File: config.mk
export PLATFORM = sky130hd
export DESIGN_NAME = reg_rename_file
export DESIGN_NICKNAME = d
export VERILOG_FILES = /design/src/rtl/reg_rename_file_pkg.sv /design/src/rtl/reg_rename_file_read_port.sv /design/src/rtl/reg_rename_file.sv
export SDC_FILE = /design/constraint.sdc
export NUM_CORES = 2
export LEC_CHECK = 0
export CORE_MARGIN = 1
export CORE_UTILIZATION = 53
export CTS_CLUSTER_DIAMETER = 50
export DETAILED_ROUTE_END_ITERATION = 10
export PLACE_DENSITY_LB_ADDON = 0.1
export SYNTH_ARGS = -nofsm -noshare
export SYNTH_HDL_FRONTEND = slang
export SYNTH_SLANG_ARGS = --single-unit
export TNS_END_PERCENT = 30
File: constraint.sdc
create_clock -name clk -period 7.49 [get_ports clk]
set_input_delay 1.8725 -clock clk [delete_from_list [all_inputs] [get_ports clk]]
set_output_delay 1.8725 -clock clk [all_outputs]
set_load 0.01 [all_outputs]
File: src/rtl/reg_rename_file_pkg.sv
// Shared configuration for the rename register file.
// Define REGFILE_COMMIT_BYPASS_EN to let reads see the committing value in the same cycle.
package reg_rename_file_pkg;

   localparam int ROB_SIZE_WIDTH = 4;
   localparam int CFG_XLEN       = 32;
   localparam int ROB_ID_NONE    = 0;

`ifdef REGFILE_COMMIT_BYPASS_EN
   localparam bit COMMIT_BYPASS = 1'b1;
`else
   localparam bit COMMIT_BYPASS = 1'b0;
`endif

endpackage

File: src/rtl/reg_rename_file_read_port.sv
// One combinational operand-resolution channel: forward, RoB answer, commit bypass or regfile.
// Commit bypass paths are active only when REGFILE_COMMIT_BYPASS_EN is defined.
module reg_read_port
   import reg_rename_file_pkg::*;
#(
   parameter int XW = 32,
   parameter int RW = 5,
   parameter int TW = 4
) (
   input  logic [RW-1:0] rs,
   input  logic [XW-1:0] reg_value,
   input  logic          reg_has_dep,
   input  logic [TW-1:0] reg_tag,
   input  logic          issue_valid,
   input  logic [RW-1:0] issue_rd,
   input  logic [TW-1:0] issue_rob_id,
   input  logic          commit_live,
   input  logic [RW-1:0] commit_rd,
   input  logic [TW-1:0] commit_rob_id,
   input  logic [XW-1:0] commit_value,
   input  logic [XW-1:0] rob_value,
   input  logic          rob_ready,
   output logic [XW-1:0] value,
   output logic          has_dep,
   output logic [TW-1:0] dep_rob_id,
   output logic [TW-1:0] ask_rob_id
);

   logic          fwd, pend, byp_pend, byp_reg;
   logic [TW-1:0] tag;

   always_comb begin
      fwd      = issue_valid && (issue_rd == rs) && (rs != '0);
      pend     = fwd || reg_has_dep;
      tag      = fwd ? issue_rob_id : reg_tag;
      // same-cycle issue forwarding outranks the commit bypass
      byp_pend = COMMIT_BYPASS && commit_live && pend && !fwd && (tag == commit_rob_id);
      byp_reg  = COMMIT_BYPASS && commit_live && !pend && (commit_rd == rs) && (rs != '0);
      ask_rob_id = pend ? tag : TW'(ROB_ID_NONE);
      value      = '0;
      has_dep    = 1'b0;
      dep_rob_id = TW'(ROB_ID_NONE);
      if (byp_pend)              value = commit_value;
      else if (pend && rob_ready) value = rob_value;
      else if (pend) begin
         has_dep    = 1'b1;
         dep_rob_id = tag;
      end
      else if (byp_reg)          value = commit_value;
      else                       value = reg_value;
   end

endmodule

File: src/rtl/reg_rename_file.sv
// Architectural register file with per-register rename tags and a live-tag counter.
// Build option REGFILE_COMMIT_BYPASS_EN adds same-cycle commit visibility on the read ports.
module reg_rename_file
   import reg_rename_file_pkg::*;
#(
   parameter int XLEN     = CFG_XLEN,
   parameter int NUM_REGS = 32,
   parameter int ROB_ID_W = ROB_SIZE_WIDTH,
   parameter int NUM_READ = 2,
   localparam int RW = $clog2(NUM_REGS),
   localparam int CW = $clog2(NUM_REGS + 1)
) (
   input  logic                         clk,
   input  logic                         rst,
   input  logic                         rdy,
   input  logic                         flush,
   input  logic [ROB_ID_W-1:0]          issue_rob_id,
   input  logic [RW-1:0]                issue_rd,
   input  logic [ROB_ID_W-1:0]          commit_rob_id,
   input  logic [RW-1:0]                commit_rd,
   input  logic [XLEN-1:0]              commit_value,
   input  logic [NUM_READ*RW-1:0]       rd_idx,
   output logic [NUM_READ*XLEN-1:0]     rd_value,
   output logic [NUM_READ-1:0]          rd_has_dep,
   output logic [NUM_READ*ROB_ID_W-1:0] rd_dep_rob_id,
   output logic [NUM_READ*ROB_ID_W-1:0] ask_rob_id,
   input  logic [NUM_READ*XLEN-1:0]     rob_value,
   input  logic [NUM_READ-1:0]          rob_ready,
   output logic [CW-1:0]                busy_count
);

   logic [NUM_REGS-1:0][XLEN-1:0]     regs;
   logic [NUM_REGS-1:0]               has_dep;
   logic [NUM_REGS-1:0][ROB_ID_W-1:0] dep_tag;

   logic          issue_valid, commit_live, commit_valid, commit_clear, inc, dec;
   logic [CW-1:0] busy_nxt;

   always_comb begin
      issue_valid  = rdy && !flush && (issue_rob_id != ROB_ID_W'(ROB_ID_NONE)) && (issue_rd != '0);
      commit_live  = rdy && (commit_rob_id != ROB_ID_W'(ROB_ID_NONE));
      commit_valid = commit_live && (commit_rd != '0);
      commit_clear = commit_valid && has_dep[commit_rd] && (dep_tag[commit_rd] == commit_rob_id);
      inc = issue_valid && !has_dep[issue_rd];
      // a clear immediately re-tagged by the same-cycle issue leaves the count unchanged
      dec = commit_clear && !(issue_valid && (issue_rd == commit_rd));
      busy_nxt = busy_count;
      if (inc && !dec)      busy_nxt = busy_count + 1'b1;
      else if (dec && !inc) busy_nxt = busy_count - 1'b1;
   end

   always_ff @(posedge clk or negedge rst) begin
      if (!rst) begin
         regs       <= '0;
         has_dep    <= '0;
         dep_tag    <= '0;
         busy_count <= '0;
      end else if (rdy) begin
         if (commit_valid) regs[commit_rd] <= commit_value;
         if (flush) begin
            has_dep    <= '0;
            dep_tag    <= '0;
            busy_count <= '0;
         end else begin
            if (commit_clear) begin
               has_dep[commit_rd] <= 1'b0;
               dep_tag[commit_rd] <= ROB_ID_W'(ROB_ID_NONE);
            end
            if (issue_valid) begin
               has_dep[issue_rd] <= 1'b1;
               dep_tag[issue_rd] <= issue_rob_id;
            end
            busy_count <= busy_nxt;
         end
      end
   end

   for (genvar k = 0; k < NUM_READ; k++) begin : g_rd
      logic [RW-1:0] rs;
      assign rs = rd_idx[k*RW +: RW];

      reg_read_port #(.XW(XLEN), .RW(RW), .TW(ROB_ID_W)) u_port (
         .rs            (rs),
         .reg_value     (regs[rs]),
         .reg_has_dep   (has_dep[rs]),
         .reg_tag       (dep_tag[rs]),
         .issue_valid   (issue_valid),
         .issue_rd      (issue_rd),
         .issue_rob_id  (issue_rob_id),
         .commit_live   (commit_live),
         .commit_rd     (commit_rd),
         .commit_rob_id (commit_rob_id),
         .commit_value  (commit_value),
         .rob_value     (rob_value[k*XLEN +: XLEN]),
         .rob_ready     (rob_ready[k]),
         .value         (rd_value[k*XLEN +: XLEN]),
         .has_dep       (rd_has_dep[k]),
         .dep_rob_id    (rd_dep_rob_id[k*ROB_ID_W +: ROB_ID_W]),
         .ask_rob_id    (ask_rob_id[k*ROB_ID_W +: ROB_ID_W])
      );
   end

endmodule
Word level (Yosys, flattened, before mapping) --
Cells that the tools add are included.
Cells by class: bitwise gates (word level) 5, reductions and logical operators 36, eq/ne operators 4, magnitude comparators 6, add/sub/neg operators 2, muxes and demuxes 57
Operators with widths (count):
- $bwmux W1024 | 1
- $mux W128 | 5
- $mux W32 | 12
- $bmux W32 S5 | 2
- $demux W32 S5 | 1
- $and A128 B128 Y128 | 1
- $bwmux W128 | 1
- $not A128 Y128 | 1
- $bmux W4 S5 | 3
- $mux W4 | 11
- $demux W4 S5 | 2
- $and A32 B32 Y32 | 1
- $not A32 Y32 | 1
- $or A32 B32 Y32 | 1
- $lt A5 B6 Y1 const B | 4
- $bmux W1 S5 | 4
- $logic_and A1 B1 Y1 | 20
- $reduce_bool A5 Y1 | 4
- $mux W6 | 3
- $eq A5 B5 Y1 | 3
- $demux W1 S5 | 2
- $ge A5 B1 Y1 const B | 2
- $mux W1 | 10
- $reduce_bool A4 Y1 | 2
- other kinds (7) | 13
Storage, ports and cells: bits in registers 1190, logic and storage cells 176

Longest topological paths before layout --
depth after elaboration 12, gate-level depth with buffers 22

By module --
From an unflattened synthesis, not the netlist that was laid out.
Second synthesis, totals: cells, all modules 4711, area, all modules 68017.7 um^2
By module, submodules not included:
- reg_rename_file | sequential area each 29778.6 um^2, cells an instance 4427, instances 1, area each 66213.5 um^2
- reg_read_port | sequential area each 0.0 um^2, cells an instance 142, instances 2, area each 902.1 um^2

Worst setup path before layout --
OpenSTA, ideal clock, no wires.
path type input to output, start point input port rd_idx[5], end point output port rd_value[37], buffers on the path 5, arrival time 4.654 ns, stages on the path 9, path slack 0.964 ns, data required time 5.617 ns, cell sequence buf_2 buf_4 buf_2 buf_1 buf_2 mux4_2 mux4_2 mux2i_1 o21ai_0
Between the ends: word-level cells in the longest chain between the ends 6
Ends and longest elaborated chain:
- start: declaration | RTL line reg_rename_file.sv:22 | input logic [NUM_READ*RW-1:0] rd_idx,
- branches (longest 5 deep; another with $mux W32)
- $mux W32 * | RTL line reg_rename_file_read_port.sv:44 | else if (pend && rob_ready) value = rob_value;
- end: declaration | RTL line reg_rename_file.sv:23 | output logic [NUM_READ*XLEN-1:0] rd_value,
Every way passes the cells marked *. The select of a mux whose other input is x is not followed.

Worst setup path after layout --
start point input port issue_rob_id[0], end point output port rd_value[48]
Between the ends: word-level cells in the longest chain between the ends 8
Ends and longest elaborated chain:
- start: declaration | RTL line reg_rename_file.sv:17 | input logic [ROB_ID_W-1:0] issue_rob_id,
- $reduce_bool A4 Y1 * | RTL line reg_rename_file.sv:40 | issue_valid = rdy && !flush && (issue_rob_id != ROB_ID_W'(ROB_ID_NONE)) && (issue_rd != '0);
- $logic_and A1 B1 Y1 * (2 in series) | RTL line reg_rename_file.sv:40
- $logic_and A1 B1 Y1 * (2 in series) | RTL line reg_rename_file_read_port.sv:33 | fwd = issue_valid && (issue_rd == rs) && (rs != '0);
- $logic_or A1 B1 Y1 * | RTL line reg_rename_file_read_port.sv:34 | pend = fwd || reg_has_dep;
- $mux W32 / $logic_and A1 B1 Y1 (equally long branches) | RTL line reg_rename_file_read_port.sv:45, reg_rename_file_read_port.sv:44
- $mux W32 * | RTL line reg_rename_file_read_port.sv:44
Mark *: on every way between the ends. The rest lies on a longest branch, timed or not.

==> impl_metrics.json <==
{
  "status": "finished, final reports clean",
  "rrSetupSlack_ps": 2880,
  "r2r_end": "busy_count[5]",
  "grt_pass1_vias": 45200,
  "synth-main-ff-cell": "dfrtp_1",
  "cap_violations": 0,
  "path_common_cell": "clkdlybuf4s50_1",
  "mostFrequentLayoutCells": "1190 x dfrtp_1, 892 x mux2_2, 756 x mux4_2",
  "total_power_uw": 20500,
  "synth_seq_cells": 1190,
  "ios": 218,
  "synth_top_family_by_area": "multiplexers",
  "crit_path_max_fanout": 64,
  "timing.final.crit_share": 0.977,
  "synth_compound_area_frac": 0.0332,
  "synth-edff-count": 0,
  "vias": 44600,
  "syn_to_final_growth_pct": 13.6,
  "yosysSeqAreaShare": 0.439,
  "ys_warn_count": 0,
  "worstSetupPathType": "in2out",
  "numCtsBuffers": 147,
  "overflow": 0,
  "cp_cell_sequence": "clkdlybuf4s50_1 -> o41ai_1 -> a21oi_1 -> nand2_1 -> nand2_4 -> o21ai_0 -> clkdlybuf4s50_1",
  "grt_usage": 0.330,
  "cpMaxStageDelayCell": "o41ai_1",
  "nets": 4820,
  "cts.clk_slew.worst_paths_ps": 50,
  "netlist.top_cell.by_area": "dfrtp_1",
  "synth.area.top_cells": "dfrtp_1 44%, mux4_2 25%, mux2_2 15%",
  "synthDominantCellAreaShare": 0.439,
  "rsz0062_at_grt": "false",
  "dp_hpwl_mm": 126,
  "grt_max_degree": 177,
  "rr_startpoint": "has_dep[30]",
  "root_buffer": "clkbuf_16",
  "placementRows": 130,
  "cts_max_level": 4,
  "wl_mm": 209,
  "syn_avg_cell_area_um2": 14.6,
  "firstDrtPassIters": 6,
  "clk_latency_ps": 770,
  "initial_core_util": 0.537,
  "reg2reg_depth": 16,
  "holdCritStartpoint": "regs[5]",
  "drt_iter0_markers": 4292,
  "finClkSkew_ps": 25.0,
  "tritoncts": "built",
  "layout_commonest_cell": "dfrtp_1",
  "setup_viol": 0,
  "remaining_drc_errors": 0,
  "max-vdd-ir-drop_v": 0.000244,
  "dieArea_um2": 129000,
  "route.detailed.wl_per_inst_um": 32.4,
  "cts_sinks": 1190,
  "worst_setup_path_end_kind": "output pin",
  "period_needed_ps": 7320,
  "holdBufCountCts": 0,
  "startpoint": "issue_rob_id[0]",
  "die_w_um": 360,
  "viasPerCell": 6.91,
  "final_max_slew_viol_count": 0,
  "cts_buffer_depth": 3,
  "leakagePower_uw": 0.0319,
  "core-area_um2": 126000,
  "syn_area_um2": 67800,
  "syn_inst": 4654,
  "die_h_um": 360,
  "slew_headroom": 0.206,
  "cts_setup_buffers": 0,
  "routabilityCongestion": 0.997,
  "min_path_type": "reg2reg",
  "port_buffers": 217,
  "p_per_area_nw_per_um2": 266,
  "synth.area.mux_share": 0.439,
  "yosys.area_share.simple": 0.0513,
  "tns_ps": 0,
  "crit_arrival_ps": 5440,
  "synth_nets": 4789,
  "antenna_found_initial": 10,
  "startpoint_type": "input pin",
  "hold_end": "regs[5]",
  "grt_first_pass_wirelength_mm": 314,
  "final_hold_viol_count": 0,
  "fmax_ghz": 0.137,
  "synth-async-reset-ratio": 1.00,
  "layout-drive-gt1-share": 0.451,
  "ant_nets": 0,
  "cp_slowest_stage_delay_ps": 850,
  "worstMarginPinSlew_ps": 1180,
  "worstPathRequired_ps": 5620,
  "synthAdderAreaFrac": 0.00103,
  "synth-xor-area-share": 0.00266,
  "whs_path_depth": 0,
  "cts.repair.resized": 0,
  "synth.distinct_cells": 60
}
==> state kept, by name (all words and copies together) (netlist names) <==
register	count
busy_count	6
dep_tag	128
regs	1024
has_dep	32
==> critical path: cells and delay by family <==
kind / cells / cell delay [ps]
and+or+nand+nor: 2 / 900
AOI/OAI and AO/OA: 3 / 1510
buffers and inverters: 2 / 1090
==> cells by family (layout without fill, tap and decap cells) <==
family | after synthesis | in the layout
buf+inv | 549 | 693
simple gates | 585 | 585
fa+ha+maj | 5 | 5
compound gates | 406 | 406
other cells | 0 | 3
xor+xnor | 19 | 19
mux | 1900 | 1900
flops | 1190 | 1190
==> how the worst max path moves through the flow <==
stage	endpoint	slack [ps]	cells after the start
2_1_floorplan	rd_value[37]	960	9
3_3_place_gp	rd_value[11]	380	8
3_5_place_dp	rd_value[48]	320	7
4_1_cts	rd_value[48]	320	7
5_1_grt	rd_value[48]	50	7
6_report	rd_value[48]	170	7
==> Yosys cell counts, drive strengths merged, types with 2 or more instances <==
master / number
or2: 6
mux2i: 144
nor4: 11
a221oi: 3
and2: 9
nand3: 70
xnor2: 10
a21o: 2
mux4: 756
or4: 2
buf: 179
nand4: 5
a21oi: 131
or4b: 4
ha: 4
clkbuf: 332
nand2b: 13
inv: 36
xor2: 8
clkinv: 2
dfrtp: 1190
nor2b: 19
nor2: 183
o311ai: 31
a32oi: 4
nand4bb: 6
and3: 2
or3b: 6
o41ai: 2
nand2: 70
o21ai: 193
nand3b: 122
mux2: 1000
nand4b: 5
or3: 4
o22ai: 33
nor3: 46
==> stage by stage <==
step / setup WS [ps] / cell area, µm² / hold WS (ps) / util / std cells
final: 174 / 77000 / 395 / 0.610 / 6451
after detailed placement: 323 / 71900 / 383 / 0.570 / 6186
after global placement: 378 / 71900 / 376 / 0.570 / 6186
after global routing: 48.9 / 77000 / 409 / 0.610 / 6451
after CTS: 319 / 77000 / 396 / 0.610 / 6448
after floorplan: 964 / 67800 / 441 / - / 4654
==> report_power, final <==
group	internal (µW)	total [µW]	switching (µW)	leakage, µW
clock	4580	7460	2870	0.00250
sequential	7590	8500	913	0.0155
combinational	2690	4500	1820	0.0139
==> layout make-up <==
cell class / count / area [µm²]
well taps: 1650 / 2060
fillers: 9628 / 49200
clock buffers: 206 / 4360
multi-input cells: 2915 / 36000
diodes: 3 / 7.51
repair buffers: 393 / 3940
inverters: 38 / 145
clock inverters: 56 / 756
flip-flops and latches: 1190 / 29800
==> per-layer routing <==
metal	vias to the layer above	GRT usage	share of wire
met5	-	0	0.00022
li1	18100	-	-
met3	418	0.0609	0.074
met4	6	0.125	0.039
met1	24100	0.468	0.41
met2	1882	0.509	0.47
(Power assumes the default switching activity.)
